===== src/rtl/multicycle_controller_v2_if.sv =====
// Bundle between the multicycle controller and its IR/comparator/memory/datapath neighbours.
// The controller attaches through the slave modport; whatever drives the IR side uses master.
interface multicycle_controller_v2_if #(
  parameter int CNT_WIDTH = 32
);
  // Handshake: imem_req/DMemRead/DMemWrite are level-held requests. A request
  // completes in the cycle where it is high and the matching *_ready is high.
  // A ready seen while no request is pending is ignored.
  logic [6:0]           opCode;
  logic [2:0]           funct3;
  logic                 branch;
  logic                 imem_ready;
  logic                 dmem_ready;
  logic                 imem_req;
  logic                 IRWrite;
  logic                 PCWrite;
  logic                 DMemRead;
  logic                 DMemWrite;
  logic                 ALUOverride;
  logic [1:0]           ALUSrcA;
  logic [1:0]           ALUSrcB;
  logic                 regFileWrite;
  logic                 regFileWriteSrc;
  logic                 trap;
  logic [1:0]           trap_cause;
  logic [CNT_WIDTH-1:0] instret;

  modport master (
    output opCode, funct3, branch, imem_ready, dmem_ready,
    input  imem_req, IRWrite, PCWrite, DMemRead, DMemWrite, ALUOverride,
           ALUSrcA, ALUSrcB, regFileWrite, regFileWriteSrc, trap, trap_cause, instret
  );

  modport slave (
    input  opCode, funct3, branch, imem_ready, dmem_ready,
    output imem_req, IRWrite, PCWrite, DMemRead, DMemWrite, ALUOverride,
           ALUSrcA, ALUSrcB, regFileWrite, regFileWriteSrc, trap, trap_cause, instret
  );
endinterface


===== src/rtl/multicycle_controller_v2.sv =====
// Multicycle RV32I main controller: FETCH/DECODE/EXECUTE/MEMORY/WRITEBACK sequencing with
// variable-latency memory handshakes, memory timeouts, illegal-op detection and a sticky TRAP.
module multicycle_controller_v2 #(
  parameter int MEM_TIMEOUT = 16,
  parameter int CNT_WIDTH   = 32,
  parameter int TMO_WIDTH   = 8
) (
  input  logic                         clk,
  input  logic                         rst_n,
  multicycle_controller_v2_if.slave    bus,
  output logic [2:0]                   dbg_state
);

  localparam logic [6:0] OP_ALU_REG = 7'b0110011;
  localparam logic [6:0] OP_ALU_IMM = 7'b0010011;
  localparam logic [6:0] OP_LUI     = 7'b0110111;
  localparam logic [6:0] OP_AUIPC   = 7'b0010111;
  localparam logic [6:0] OP_JAL     = 7'b1101111;
  localparam logic [6:0] OP_JALR    = 7'b1100111;
  localparam logic [6:0] OP_BRANCH  = 7'b1100011;
  localparam logic [6:0] OP_LOAD    = 7'b0000011;
  localparam logic [6:0] OP_STORE   = 7'b0100011;

  localparam logic [1:0] A_REG   = 2'd0;
  localparam logic [1:0] A_PC    = 2'd1;
  localparam logic [1:0] A_ZERO  = 2'd2;
  localparam logic [1:0] B_REG   = 2'd0;
  localparam logic [1:0] B_IMM   = 2'd1;
  localparam logic [1:0] B_FOUR  = 2'd2;

  localparam logic [1:0] CAUSE_ILLEGAL = 2'd1;
  localparam logic [1:0] CAUSE_IMEM    = 2'd2;
  localparam logic [1:0] CAUSE_DMEM    = 2'd3;

  typedef enum logic [2:0] {
    S_FETCH     = 3'd0,
    S_DECODE    = 3'd1,
    S_EXECUTE   = 3'd2,
    S_MEMORY    = 3'd3,
    S_WRITEBACK = 3'd4,
    S_TRAP      = 3'd5
  } state_t;

  state_t               state_q;
  logic [TMO_WIDTH-1:0] wait_q;
  logic [CNT_WIDTH-1:0] instret_q;
  logic                 trap_q;
  logic [1:0]           cause_q;
  logic                 legal;
  logic                 is_mem;
  logic                 tmo_hit;

  function automatic logic is_legal(input logic [6:0] op, input logic [2:0] f3);
    case (op)
      OP_ALU_REG, OP_ALU_IMM, OP_LUI, OP_AUIPC, OP_JAL: is_legal = 1'b1;
      OP_JALR:   is_legal = (f3 == 3'd0);
      OP_BRANCH: is_legal = (f3 != 3'd2) && (f3 != 3'd3);
      OP_LOAD:   is_legal = (f3 != 3'd3) && (f3 != 3'd6) && (f3 != 3'd7);
      OP_STORE:  is_legal = (f3 <= 3'd2);
      default:   is_legal = 1'b0;
    endcase
  endfunction

  assign legal     = is_legal(bus.opCode, bus.funct3);
  assign is_mem    = (bus.opCode == OP_LOAD) || (bus.opCode == OP_STORE);
  // A zero MEM_TIMEOUT means wait forever.
  assign tmo_hit   = (MEM_TIMEOUT != 0) && (wait_q == TMO_WIDTH'(MEM_TIMEOUT - 1));
  assign dbg_state = state_q;

  always_ff @(posedge clk) begin
    if (!rst_n) begin
      state_q   <= S_FETCH;
      wait_q    <= '0;
      instret_q <= '0;
      trap_q    <= 1'b0;
      cause_q   <= 2'd0;
    end else begin
      case (state_q)
        S_FETCH: begin
          if (bus.imem_ready) begin
            state_q <= S_DECODE;
            wait_q  <= '0;
          end else if (tmo_hit) begin
            state_q <= S_TRAP;
            wait_q  <= '0;
            trap_q  <= 1'b1;
            cause_q <= CAUSE_IMEM;
          end else begin
            wait_q  <= wait_q + 1'b1;
          end
        end
        S_DECODE: begin
          wait_q <= '0;
          if (legal) begin
            state_q <= S_EXECUTE;
          end else begin
            state_q <= S_TRAP;
            trap_q  <= 1'b1;
            cause_q <= CAUSE_ILLEGAL;
          end
        end
        S_EXECUTE: begin
          state_q <= S_MEMORY;
          wait_q  <= '0;
        end
        S_MEMORY: begin
          if (!is_mem || bus.dmem_ready) begin
            state_q <= S_WRITEBACK;
            wait_q  <= '0;
          end else if (tmo_hit) begin
            state_q <= S_TRAP;
            wait_q  <= '0;
            trap_q  <= 1'b1;
            cause_q <= CAUSE_DMEM;
          end else begin
            wait_q  <= wait_q + 1'b1;
          end
        end
        S_WRITEBACK: begin
          state_q   <= S_FETCH;
          wait_q    <= '0;
          instret_q <= instret_q + 1'b1;
        end
        S_TRAP: begin
          state_q <= S_TRAP;
        end
        default: begin
          state_q <= S_FETCH;
          wait_q  <= '0;
        end
      endcase
    end
  end

  // Strobes and selects are decoded from the current state; reset masks every output.
  always_comb begin
    bus.imem_req        = 1'b0;
    bus.IRWrite         = 1'b0;
    bus.PCWrite         = 1'b0;
    bus.DMemRead        = 1'b0;
    bus.DMemWrite       = 1'b0;
    bus.ALUOverride     = 1'b0;
    bus.ALUSrcA         = A_REG;
    bus.ALUSrcB         = B_REG;
    bus.regFileWrite    = 1'b0;
    bus.regFileWriteSrc = 1'b0;
    bus.trap            = rst_n & trap_q;
    bus.trap_cause      = rst_n ? cause_q : 2'd0;
    bus.instret         = rst_n ? instret_q : '0;
    if (rst_n) begin
      case (state_q)
        S_FETCH: begin
          bus.imem_req = 1'b1;
          bus.IRWrite  = bus.imem_ready;
        end
        S_EXECUTE: begin
          case (bus.opCode)
            OP_ALU_REG, OP_BRANCH: begin bus.ALUSrcA = A_REG;  bus.ALUSrcB = B_REG;  end
            OP_JAL, OP_JALR:       begin bus.ALUSrcA = A_PC;   bus.ALUSrcB = B_FOUR; end
            OP_LUI:                begin bus.ALUSrcA = A_ZERO; bus.ALUSrcB = B_IMM;  end
            OP_AUIPC:              begin bus.ALUSrcA = A_PC;   bus.ALUSrcB = B_IMM;  end
            default:               begin bus.ALUSrcA = A_REG;  bus.ALUSrcB = B_IMM;  end
          endcase
        end
        S_MEMORY: begin
          // The ALU is borrowed here for the next-PC sum.
          bus.ALUOverride = 1'b1;
          bus.DMemRead    = (bus.opCode == OP_LOAD);
          bus.DMemWrite   = (bus.opCode == OP_STORE);
          case (bus.opCode)
            OP_JALR:   begin bus.ALUSrcA = A_REG; bus.ALUSrcB = B_IMM; end
            OP_JAL:    begin bus.ALUSrcA = A_PC;  bus.ALUSrcB = B_IMM; end
            OP_BRANCH: begin bus.ALUSrcA = A_PC;  bus.ALUSrcB = bus.branch ? B_IMM : B_FOUR; end
            default:   begin bus.ALUSrcA = A_PC;  bus.ALUSrcB = B_FOUR; end
          endcase
        end
        S_WRITEBACK: begin
          bus.PCWrite         = 1'b1;
          bus.regFileWrite    = (bus.opCode != OP_STORE) && (bus.opCode != OP_BRANCH);
          bus.regFileWriteSrc = (bus.opCode == OP_LOAD);
        end
        default: begin
        end
      endcase
    end
  end

endmodule


===== src/flat_wrapper.sv =====
// flat-port wrapper written by rule: the top's interface ports become plain ports
module multicycle_controller_v2_flat 
#(
  parameter int MEM_TIMEOUT = 16,
  parameter int CNT_WIDTH   = 32,
  parameter int TMO_WIDTH   = 8
)
  (clk, rst_n, dbg_state, bus_opCode, bus_funct3, bus_branch, bus_imem_ready, bus_dmem_ready, bus_imem_req, bus_IRWrite, bus_PCWrite, bus_DMemRead, bus_DMemWrite, bus_ALUOverride, bus_ALUSrcA, bus_ALUSrcB, bus_regFileWrite, bus_regFileWriteSrc, bus_trap, bus_trap_cause, bus_instret);
  multicycle_controller_v2_if #(.CNT_WIDTH(CNT_WIDTH)) bus_i ();
  input  logic clk;
  input  logic rst_n;
  output logic [2:0] dbg_state;
  input wire logic [$bits(bus_i.opCode)-1:0] bus_opCode;
  input wire logic [$bits(bus_i.funct3)-1:0] bus_funct3;
  input wire logic [$bits(bus_i.branch)-1:0] bus_branch;
  input wire logic [$bits(bus_i.imem_ready)-1:0] bus_imem_ready;
  input wire logic [$bits(bus_i.dmem_ready)-1:0] bus_dmem_ready;
  output wire logic [$bits(bus_i.imem_req)-1:0] bus_imem_req;
  output wire logic [$bits(bus_i.IRWrite)-1:0] bus_IRWrite;
  output wire logic [$bits(bus_i.PCWrite)-1:0] bus_PCWrite;
  output wire logic [$bits(bus_i.DMemRead)-1:0] bus_DMemRead;
  output wire logic [$bits(bus_i.DMemWrite)-1:0] bus_DMemWrite;
  output wire logic [$bits(bus_i.ALUOverride)-1:0] bus_ALUOverride;
  output wire logic [$bits(bus_i.ALUSrcA)-1:0] bus_ALUSrcA;
  output wire logic [$bits(bus_i.ALUSrcB)-1:0] bus_ALUSrcB;
  output wire logic [$bits(bus_i.regFileWrite)-1:0] bus_regFileWrite;
  output wire logic [$bits(bus_i.regFileWriteSrc)-1:0] bus_regFileWriteSrc;
  output wire logic [$bits(bus_i.trap)-1:0] bus_trap;
  output wire logic [$bits(bus_i.trap_cause)-1:0] bus_trap_cause;
  output wire logic [$bits(bus_i.instret)-1:0] bus_instret;
  assign bus_i.opCode = bus_opCode;
  assign bus_i.funct3 = bus_funct3;
  assign bus_i.branch = bus_branch;
  assign bus_i.imem_ready = bus_imem_ready;
  assign bus_i.dmem_ready = bus_dmem_ready;
  assign bus_imem_req = bus_i.imem_req;
  assign bus_IRWrite = bus_i.IRWrite;
  assign bus_PCWrite = bus_i.PCWrite;
  assign bus_DMemRead = bus_i.DMemRead;
  assign bus_DMemWrite = bus_i.DMemWrite;
  assign bus_ALUOverride = bus_i.ALUOverride;
  assign bus_ALUSrcA = bus_i.ALUSrcA;
  assign bus_ALUSrcB = bus_i.ALUSrcB;
  assign bus_regFileWrite = bus_i.regFileWrite;
  assign bus_regFileWriteSrc = bus_i.regFileWriteSrc;
  assign bus_trap = bus_i.trap;
  assign bus_trap_cause = bus_i.trap_cause;
  assign bus_instret = bus_i.instret;
  multicycle_controller_v2 #(.MEM_TIMEOUT(MEM_TIMEOUT), .CNT_WIDTH(CNT_WIDTH), .TMO_WIDTH(TMO_WIDTH)) u_core (.clk(clk), .rst_n(rst_n), .bus(bus_i), .dbg_state(dbg_state));
endmodule

===== config.mk =====
export PLATFORM = sky130hd
export DESIGN_NAME = multicycle_controller_v2_flat
export DESIGN_NICKNAME = d
export VERILOG_FILES = /design/src/rtl/multicycle_controller_v2_if.sv /design/src/rtl/multicycle_controller_v2.sv /design/src/flat_wrapper.sv
export SDC_FILE = /design/constraint.sdc
export NUM_CORES = 1
export LEC_CHECK = 0
export CORE_ASPECT_RATIO = 0.9
export CORE_UTILIZATION = 50
export DETAILED_ROUTE_END_ITERATION = 8
export DONT_BUFFER_PORTS = 1
export PLACE_DENSITY_LB_ADDON = 0.05
export SYNTH_ARGS = -nofsm -noshare
export SYNTH_HDL_FRONTEND = slang
export SYNTH_SLANG_ARGS = --single-unit
export TNS_END_PERCENT = 30

===== constraint.sdc =====
create_clock -name clk -period 4.7 [get_ports clk]
set_input_delay 1.41 -clock clk [delete_from_list [all_inputs] [get_ports clk]]
set_output_delay 1.41 -clock clk [all_outputs]
set_load 0.05 [all_outputs]

== Word-level counts from Yosys, hierarchy flattened ==
Index checks and enable logic that the tools add are counted.

* Input bits: 15
* Register bits: 46
* Output and inout bits: 50
* Logic and storage cells: 99

* Eq/ne operators: 26
* $add $sub $neg: 2
* Reductions and logical operators: 16
* Bitwise logic cells: 1
* $lt $le $gt $ge: 1
* Mux-type cells: 48

{| class="wikitable"
|+ Operators with widths
! cell !! count
|-
| $add A32 B1 Y32 const B || 1
|-
| $mux W32 || 1
|-
| $mux W8 || 3
|-
| $pmux W8 S3 || 1
|-
| $eq A7 B6 Y1 const B || 3
|-
| $eq A7 B7 Y1 const B || 3
|-
| $mux W1 || 21
|-
| $pmux W2 S2 || 5
|-
| $mux W2 || 9
|-
| $pmux W3 S5 || 1
|-
| $eq A7 B5 Y1 const B || 2
|-
| $mux W3 || 4
|-
| $add A8 B1 Y8 const B || 1
|-
| $eq A8 B4 Y1 const B || 1
|-
| $eq A7 B2 Y1 const B || 1
|-
| $ne A7 B6 Y1 const B || 1
|-
| $ne A7 B7 Y1 const B || 1
|-
| $eq A3 B2 Y1 const B || 2
|-
| $eq A3 B3 Y1 const B || 2
|-
| $logic_not A3 Y1 || 2
|-
| $ne A2 B2 Y1 const B || 3
|-
| $ne A3 B2 Y1 const B || 2
|-
| $ne A3 B3 Y1 const B || 2
|-
| $pmux W2 S3 || 1
|-
| other kinds (15) || 21
|}

== Longest topological paths before layout ==
Gate-level depths: netlist (run 1).

* Word-level depth: 6
* Mapped depth: 7
* Mapped depth without buffers: 6

== Least setup slack after synthesis (run 1) ==
Ideal clock, no wire load.

* Kind: input -> output
* Start point: input port rst_n
* End point: output port bus_IRWrite
* Data arrival time: 3573 ps
* Path slack: -283 ps
* Path buffers: 0
* Cell stages on the path: 3
* Cells stage by stage: inv_1 > nor4_1 > and2_1

* Cells in the longest elaborated chain, start to end: 1

{| class="wikitable"
|+ Ends and longest elaborated chain
! what !! RTL line !! source
|-
| start, declared || flat_wrapper.sv:11 || <nowiki>input logic rst_n;</nowiki>
|-
| $mux W1 || multicycle_controller_v2.sv:150 || <nowiki>if (rst_n) begin</nowiki>
|-
| end, declared || flat_wrapper.sv:19 || <nowiki>output wire logic [$bits(bus_i.IRWrite)-1:0] bus_IRWrite;</nowiki>
|}

No other way between the ends.

== Worst setup path after layout (run 1) ==
* Start point: input port bus_opCode[3]
* End point: output port bus_ALUSrcB[0]

* Cells in the longest elaborated chain, start to end: 5

{| class="wikitable"
|+ Ends and longest elaborated chain
! what !! RTL line !! source
|-
| start, declared || flat_wrapper.sv:13 || <nowiki>input wire logic [$bits(bus_i.opCode)-1:0] bus_opCode;</nowiki>
|-
| $eq A7 B7 Y1 or $eq A7 B6 Y1 (tied branches) || multicycle_controller_v2.sv:157, multicycle_controller_v2.sv:170 ||
|-
| $reduce_or A2 Y1 (on tied branches) || - ||
|-
| $pmux W2 S2 (on tied branches) || multicycle_controller_v2.sv:170, multicycle_controller_v2.sv:157 ||
|-
| $pmux W2 S2 (*) || multicycle_controller_v2.sv:151 || <nowiki>case (state_q)</nowiki>
|-
| $mux W2 (*) || multicycle_controller_v2.sv:150 ||
|-
| end, declared || flat_wrapper.sv:25 || <nowiki>output wire logic [$bits(bus_i.ALUSrcB)-1:0] bus_ALUSrcB;</nowiki>
|}

Mark *: on every way between the ends. The rest lies on a longest branch, timed or not.

==> results.yml, run 1 <==
floorplan:
  die_area_um2: 5698
  ios: 65
  die_h_um: 71.72
  design.core.area_um2: 5015
  rows: 24
  initial_core_util_pct: 53.84
  die-width_um: 79.46
layout:
  final_nets: 362
  final_layout_size_suffix_gt1_share_pct: 10.69
  antenna-diode-count: 0
  layout.core_utilization_pct: 59.18
  design_area_um2: 2968
  fillers: 484
  layout_overhead_on_the_synthesized_area_pct: 9.917
synth:
  syn_inst: 336
  synth-xor-area-share_pct: 11.03
  synth_area_leaders: "dfxtp_1 34%, and2_1 8.6%, xor2_1 8.1%, nor2_1 7.2%, nand2_1 3.2%"
  synth.mux.area_fraction_pct: 1.576
  top_count_cell_post_synth: "nor2_1"
  synth_top_area_share_pct: 34.11
  postSynthNetCount: 353
  yosysUniqueCellTypes: 52
  netlist_area_um2: 2700
  netlist_top_cells_count: "52 x nor2_1, 46 x dfxtp_1, 37 x and2_1"
  ys_warn_count: 0
  synth.yosys.seq_area_share_pct: 34.11
  synth_top_flop_cell: "dfxtp_1"
  syn-mean-instance-area_um2: 8.036
  synth-seq-cells: 46
  async_reset_ff_share_pct: 0
  synth-edff-count: 0
  library_cell_occupying_the_most_area_in_the_post_synthesis_netlist: "dfxtp_1"
  synth-adder-area-share_pct: 0.9268
  dominant_combinational_cell_family_by_area_after_synthesis: "simple AND/OR/NAND/NOR gates"
  synthesized_area_fraction_occupied_by_ao_oa_aoi_and_oai_cells_pct: 8.665
  synth-simple-area-share_pct: 40.13
cts:
  cts_setup_buffers: 0
  hold_buffer_count_at_cts: 0
  clk_pin_slew_ns: 0.08
  ctsResizeCount: 0
  insertion_delay_ns: 0.29
  cts_tree: "built"
  htreeDepth: 2
  cts-root-to-sink-buffers: 2
  clock_sinks: 46
  ctsRootBufferMaster: "clkbuf_8"
  cts_made_buffers: 5
routing:
  avgViaCountPerCell: 5.574
  routed-wl-met2_mm: 2.464
  avgRoutedWirePerCell_um: 13.94
  route.top_layer_used: "met4"
  dr_total_vias: 2291
  route.antenna.remaining_nets: 0
  totalWireLength_mm: 5.728
  drt_pre_antenna_iters: 4
  route.detailed.drc: 0
  dr.first_iter.drc_count: 156
  wl_met3_um: 272
  route.layer.met1.wl_mm: 2.964
placed_design:
  post_dp_cell_area_um2: 2858
  dpl.hpwl_mm: 4.184
  gpl.final_weighted_congestion: 0.8427
  numPortBuffers: 0
job:
  cap_viol_max_count: 0
power_and_ir_drop:
  pwr_density_cell_nw_per_um2: 262.1
  vdd.ir_drop.worst_mv: 0.1993
  post-layout-total-power_uw: 777.8
  leakagePower_uw: 0.001101
sta:
  report.final.hold_viol_count: 0
  max_slew_margin_pct: 35.93
  rsz0062_at_grt: "no"
  max_slew.worst_pin.slew_ns: 0.9597
  finalSetupViolations: 0
  timing.final.max_slew_violations: 0
  finalClockSkew_ns: 0.007334
  fmax_ghz: 0.2539
  fin_tns_setup_ns: 0
  final.period_utilization_pct: 83.80
  timing.final.crit_period_ns: 3.938
global_route:
  grt_pass1_wl_mm: 9.701
  pin_count_of_the_biggest_net_entering_global_routing: 41
  grt_use_total_pct: 21.25
  grt_pass1_vias: 2050
  grt.overflow.total: 0
  initial_antenna_violation_count: 0
hold_path:
  hold-path-cell-count: 2
  timing.hold.worst.start: "u_core.instret_q[31]"
  whs_endpoint: "u_core.instret_q[31]"
  worst_hold_path_type: "reg -> reg"
setup_path:
  critical_path.reg2reg.startpoint: "u_core.dbg_state[0]"
  timing.reg2reg.worst_path_depth: 5
  path_max_fanout: 8
  setup.worst_path.class: "in -> out"
  worst_ep_required_time_ns: 3.29
  worst-endpoint-arrival_ns: 2.53
  critical_path.reg2reg.endpoint: "u_core.instret_q[31]"
  critPathLaunchType: "input port"
  kind_of_end_point_of_the_critical_path: "output pin"
  critical_path.startpoint: "bus_opCode[3]"
  rrSetupSlack_ns: 2.20
run_status:
  status: "complete, no violations"
## layout by cell type (no fill, tap or decap), drive strengths merged, types with 3 or more instances in the layout
cell / n
a21oi: 10
a31oi: 6
and2: 37
and3: 8
and4: 5
buf: 16
clkbuf: 6
dfxtp: 46
inv: 9
nand2: 23
nand3: 15
nand4: 13
nand4bb: 3
nor2: 52
nor2b: 5
nor3: 10
nor4: 4
o21ai: 8
or2: 3
xnor2: 9
xor2: 25
## cell families after synthesis
| group | count (synthesis) |
|---|---|
| AOI/OAI and AO/OA | 36 |
| xor gates and xnor gates | 34 |
| adders and majority gates | 2 |
| buffers and inverters | 23 |
| DFF | 46 |
| muxes | 4 |
| and+or+nand+nor | 191 |
## power by group
| part | total, µW | switching (µW) | internal [µW] |
|---|---|---|---|
| clock network | 291 | 132 | 159 |
| logic | 78.4 | 50.4 | 28.1 |
| registers | 408 | 12.5 | 396 |
## layout make-up
class | instances | area [µm²] | area share (%)
clock inverters | 2 | 37.54 | 1.265
clock buffers | 6 | 72.57 | 2.445
flip-flops and latches | 46 | 920.9 | 31.03
repair buffers | 16 | 132.6 | 4.469
multi-input cells | 267 | 1689 | 56.91
well taps | 65 | 81.33 | 2.740
inverters | 9 | 33.78 | 1.138
## worst max-delay path by stage
stage | slack [ns] | end | cells after the start
6_report | 0.76 | bus_ALUSrcB[0] | 5
5_1_grt | 0.68 | bus_ALUSrcB[0] | 5
4_1_cts | 0.77 | bus_ALUSrcB[0] | 5
3_5_place_dp | 0.76 | bus_ALUSrcB[0] | 5
3_3_place_gp | 0.78 | bus_ALUSrcB[0] | 5
2_1_floorplan | 0.31 | bus_ALUSrcA[1] | 4
## routing by layer
metal	global-route usage, %	vias to the layer above
met5	0	-
met4	4.848	0
met3	4.713	2
met2	30.96	52
met1	31.65	1056
li1	-	1181
## critical path: stages
cell,delay [ns]
or4b_1,0.51
a21oi_1,0.20
o22a_1,0.18
nor2_1,0.04
buf_4,0.18
## sequential cells by signal, summed over array words and instances (netlist names)
register	count
u_core.cause_q	2
u_core.dbg_state	3
u_core.instret_q	32
u_core.trap_q	1
u_core.wait_q	8
## metrics by stage
step | instances | hold WS (ns) | setup slack [ns]
global placement | 403 | 0.4869 | 0.7839
global route | 411 | 0.5502 | 0.6798
finish | 411 | 0.5095 | 0.7616
CTS | 411 | 0.5079 | 0.7665
detailed placement | 403 | 0.4944 | 0.7644
floorplan | 336 | 0.4536 | 0.3057
Note: power is estimated with default switching activity, not from simulation.
==> run 2, diff against run 1 <==
clock period = 3.9 ns   (was 4.7 ns; I/O delays follow)
==> results.yml, run 2 (synthesis results as in run 1) <==
cts:
  htreeDepth: 2
  clk_pin_slew_ns: 0.08
  cts_made_buffers: 5
  cts-root-to-sink-buffers: 2
  cts_tree: "built"
  ctsRootBufferMaster: "clkbuf_8"
  hold_buffer_count_at_cts: 0
  clock_sinks: 46
  ctsResizeCount: 0
  insertion_delay_ns: 0.29
  cts_setup_buffers: 0
layout:
  final_nets: 362
  layout_overhead_on_the_synthesized_area_pct: 9.777
  antenna-diode-count: 0
  design_area_um2: 2964
  layout.cells.most_common_list: "52 x nor2_1, 46 x dfxtp_1, 37 x and2_1, 25 x xor2_1, 23 x nand2_1"
  largest_register_ffs: 32
  layout.core_utilization_pct: 59.11
  final_layout_size_suffix_gt1_share_pct: 10.40
  final_common_cell: "nor2_1"
  max_flop_register: "u_core.instret_q"
setup_path:
  setup.worst_path.class: "in -> out"
  path_max_fanout: 8
  worst_ep_required_time_ns: 2.73
  critPathLaunchType: "input port"
  kind_of_end_point_of_the_critical_path: "output pin"
  worst-endpoint-arrival_ns: 2.29
global_route:
  grt_pass1_wl_mm: 9.818
  grt_use_total_pct: 21.82
  grt_pass1_vias: 2107
  pin_count_of_the_biggest_net_entering_global_routing: 41
  grt.overflow.total: 0
  initial_antenna_violation_count: 0
sta:
  finalClockSkew_ns: 0.005095
  fmax_ghz: 0.2887
  max_slew_margin_pct: 50.19
  finalSetupViolations: 0
  max_slew.worst_pin.slew_ns: 0.7416
  timing.final.crit_period_ns: 3.464
  report.final.hold_viol_count: 0
  layout_setup_ws_ns: 0.4357
  rsz0062_at_grt: "no"
  final.period_utilization_pct: 88.83
  timing.final.max_slew_violations: 0
power_and_ir_drop:
  vdd.ir_drop.worst_mv: 0.1915
  pwr_density_cell_nw_per_um2: 314.5
  leakagePower_uw: 0.001102
  post-layout-total-power_uw: 932.3
routing:
  dr.first_iter.drc_count: 149
  route.antenna.remaining_nets: 0
  dr_total_vias: 2342
  avgViaCountPerCell: 5.698
  drt_pre_antenna_iters: 4
  avgRoutedWirePerCell_um: 14.08
  totalWireLength_mm: 5.786
  route.detailed.drc: 0
floorplan:
  rows: 24
  ios: 65
  die-width_um: 79.46
  initial_core_util_pct: 53.84
  die_h_um: 71.72
  design.core.area_um2: 5015
  die_area_um2: 5698
placed_design:
  post_dp_cell_area_um2: 2858
  dpl.hpwl_mm: 4.206
  dp_worst_setup_slack_ns: 0.4472
  gpl.final_weighted_congestion: 0.8428
  numPortBuffers: 0
job:
  cap_viol_max_count: 0
hold_path:
  worst_hold_path_type: "reg -> reg"
run_status:
  status: "complete, no violations"
[run 2: changes by cell type in the layout (fill, tap and decap cells not counted)]
cell / change
clkbuf_1: +1
clkinvlp_4: -1
[run 2: metal layers]
metal	GRT usage (%)	share of wire, %	vias up
met5	0	0	-
met4	7.071	1.3	0
met3	5.096	5.2	10
met2	32.76	42	64
met1	30.71	51	1085
li1	-	-	1183
[run 2: cell type report]
cell class | count | area, µm²
flip-flops and latches | 46 | 920.9
multi-input cells | 267 | 1689
inverters | 9 | 33.78
clock inverters | 1 | 30.03
clock buffers | 7 | 76.32
fillers | 492 | 2051
repair buffers | 16 | 132.6
well taps | 65 | 81.33
[run 2: path summary, 6_finish.rpt]
kind	start	to	slack, ns	cells after the start
hold / removal	u_core.instret_q[31]	u_core.instret_q[31]	0.52	2
hold reg to reg	u_core.instret_q[31]	u_core.instret_q[31]	0.52	2
setup / recovery	bus_opCode[3]	bus_ALUSrcB[0]	0.44	5
setup reg to reg	u_core.dbg_state[2]	u_core.instret_q[31]	1.65	6
[run 2: power breakdown]
| part | switching, µW | total, µW | internal [µW] |
|---|---|---|---|
| clock | 153 | 345 | 192 |
| combinational | 69.1 | 104 | 34.5 |
| sequential | 7.07 | 484 | 477 |
[run 2: metrics by stage]
stage / setup TNS (ns) / hold slack [ns] / cells
6_report: 0 / 0.5153 / 411
5_1_grt: 0 / 0.5675 / 411
4_1_cts: 0 / 0.5170 / 411
3_5_place_dp: 0 / 0.5039 / 403
3_3_place_gp: 0 / 0.4817 / 403
2_1_floorplan: -0.01428 / 0.4536 / 336
[run 2: critical path: stages]
cell and delay [ns]:
or4b_1 0.51, a21oi_1 0.20, o22a_1 0.17, nor2_1 0.04, buf_4 0.20
==> run 3, diff against run 2 <==
CAP_MARGIN = 30   (was default)
CTS_BUF_LIST = sky130_fd_sc_hd__clkbuf_8   (was default)
==> results.yml, run 3 (synthesis results as in run 1) <==
run_status:
  status: "complete, no violations"
layout:
  layout.core_utilization_pct: 59.11
  number_of_standard_cells_in_the_layout_taps_in_and_fillers_out: 411
  antenna-diode-count: 0
  largest_register_ffs: 32
  layout_overhead_on_the_synthesized_area_pct: 9.777
  final_common_cell: "nor2_1"
  fillers: 492
  max_flop_register: "u_core.instret_q"
  final_layout_size_suffix_gt1_share_pct: 10.40
  layout.cells.most_common_list: "52 x nor2_1, 46 x dfxtp_1, 37 x and2_1, 25 x xor2_1, 23 x nand2_1"
  final_nets: 362
placed_design:
  place_inst: 403
  dpl.hpwl_mm: 4.206
  gpl.final_weighted_congestion: 0.8428
  numPortBuffers: 0
routing:
  avgViaCountPerCell: 5.698
  dr.first_iter.drc_count: 142
  dr_total_vias: 2342
  drt_pre_antenna_iters: 4
  route.detailed.drc: 0
  route.antenna.remaining_nets: 0
  avgRoutedWirePerCell_um: 14.08
  totalWireLength_mm: 5.787
setup_path:
  critical-path-slowest-cell: "or4b_1"
  path_max_fanout: 8
  combined_buffer_and_inverter_count_along_the_critical_path: 1
  worst_path_max_stage_delay_ns: 0.51
  critical_path.startpoint: "bus_opCode[3]"
  cpLargestDelayFamily: "simple AND/OR/NAND/NOR gates"
  critPathLaunchType: "input port"
  critical_path.reg2reg.startpoint: "u_core.dbg_state[2]"
  worstPathCellList: "or4b_1, a21oi_1, o22a_1, nor2_1, buf_4"
  kind_of_end_point_of_the_critical_path: "output pin"
  setup.worst_path.class: "in -> out"
  worst-endpoint-arrival_ns: 2.29
  worst_ep_required_time_ns: 2.73
sta:
  finalClockSkew_ns: 0.005185
  report.final.hold_viol_count: 0
  hold_ws_ns: 0.5152
  fmax_ghz: 0.2887
  final.period_utilization_pct: 88.83
  finalSetupViolations: 0
  timing.final.crit_period_ns: 3.464
  timing.final.max_slew_violations: 0
  max_slew_margin_pct: 50.17
  rsz0062_at_grt: "no"
  max_slew.worst_pin.slew_ns: 0.7418
global_route:
  initial_antenna_violation_count: 0
  grt_pass1_vias: 2107
  pin_count_of_the_biggest_net_entering_global_routing: 41
  grt_use_total_pct: 21.82
  grt.overflow.total: 0
  grt_pass1_wl_mm: 9.818
cts:
  ctsResizeCount: 0
  cts_made_buffers: 5
  cts_setup_buffers: 0
  cts-root-to-sink-buffers: 2
  htreeDepth: 2
  ctsRootBufferMaster: "clkbuf_8"
  cts_tree: "built"
  insertion_delay_ns: 0.29
  hold_buffer_count_at_cts: 0
  clock_sinks: 46
  clk_pin_slew_ns: 0.08
floorplan:
  initial_core_util_pct: 53.84
  die-width_um: 79.46
  ios: 65
  die_area_um2: 5698
  rows: 24
  design.core.area_um2: 5015
  die_h_um: 71.72
hold_path:
  timing.hold.worst.start: "u_core.instret_q[31]"
  worst_hold_path_type: "reg -> reg"
power_and_ir_drop:
  post-layout-total-power_uw: 927.5
  leakagePower_uw: 0.001110
  pwr_density_cell_nw_per_um2: 312.9
  vdd.ir_drop.worst_mv: 0.1908
job:
  cap_viol_max_count: 0
[run 3: worst paths after layout]
check	end	slack, ns	depth (start not counted)
max	bus_ALUSrcB[0]	0.44	5
max reg2reg	u_core.instret_q[31]	1.64	6
min reg2reg	u_core.instret_q[31]	0.52	2
min	u_core.instret_q[31]	0.52	2
[run 3: cell type report]
class	count	area, µm²	area share, %
Timing Repair Buffer	16	132.6	4.474
Inverter	9	33.78	1.140
Clock inverter	3	37.54	1.266
Clock buffer	5	68.82	2.322
Multi-Input combinational cell	267	1689	56.99
Sequential cell	46	920.9	31.07
Tap cell	65	81.33	2.744
[run 3: metal layers]
| layer | GRT usage (%) | share of wire [%] | vias to the layer above |
|---|---|---|---|
| li1 | - | - | 1183 |
| met1 | 30.71 | 51 | 1085 |
| met2 | 32.76 | 42 | 64 |
| met3 | 5.096 | 5.2 | 10 |
| met4 | 7.071 | 1.3 | 0 |
| met5 | 0 | 0 | - |
[run 3: stage by stage]
step	area [µm²]	setup slack (ns)	TNS, ns
global route	2964	0.3459	0
finish	2964	0.4357	0
detailed placement	2858	0.4472	0
CTS	2964	0.4348	0
floorplan	2706	-0.01428	-0.01428
global placement	2858	0.4416	0
[run 3: worst register-to-register path, stage by stage, from the launching register on]
cell and delay [ns]:
dfxtp_1 0.31, buf_4 0.27, nand4bb_4 0.19, nor4_4 0.72, nand3_1 0.18, or3_1 0.38
a21oi_1 0.14
[run 3: power by group]
group	total [µW]	switching (µW)	internal (µW)
clock network	340	153	187
registers	484	7.07	477
logic	104	69.1	34.5
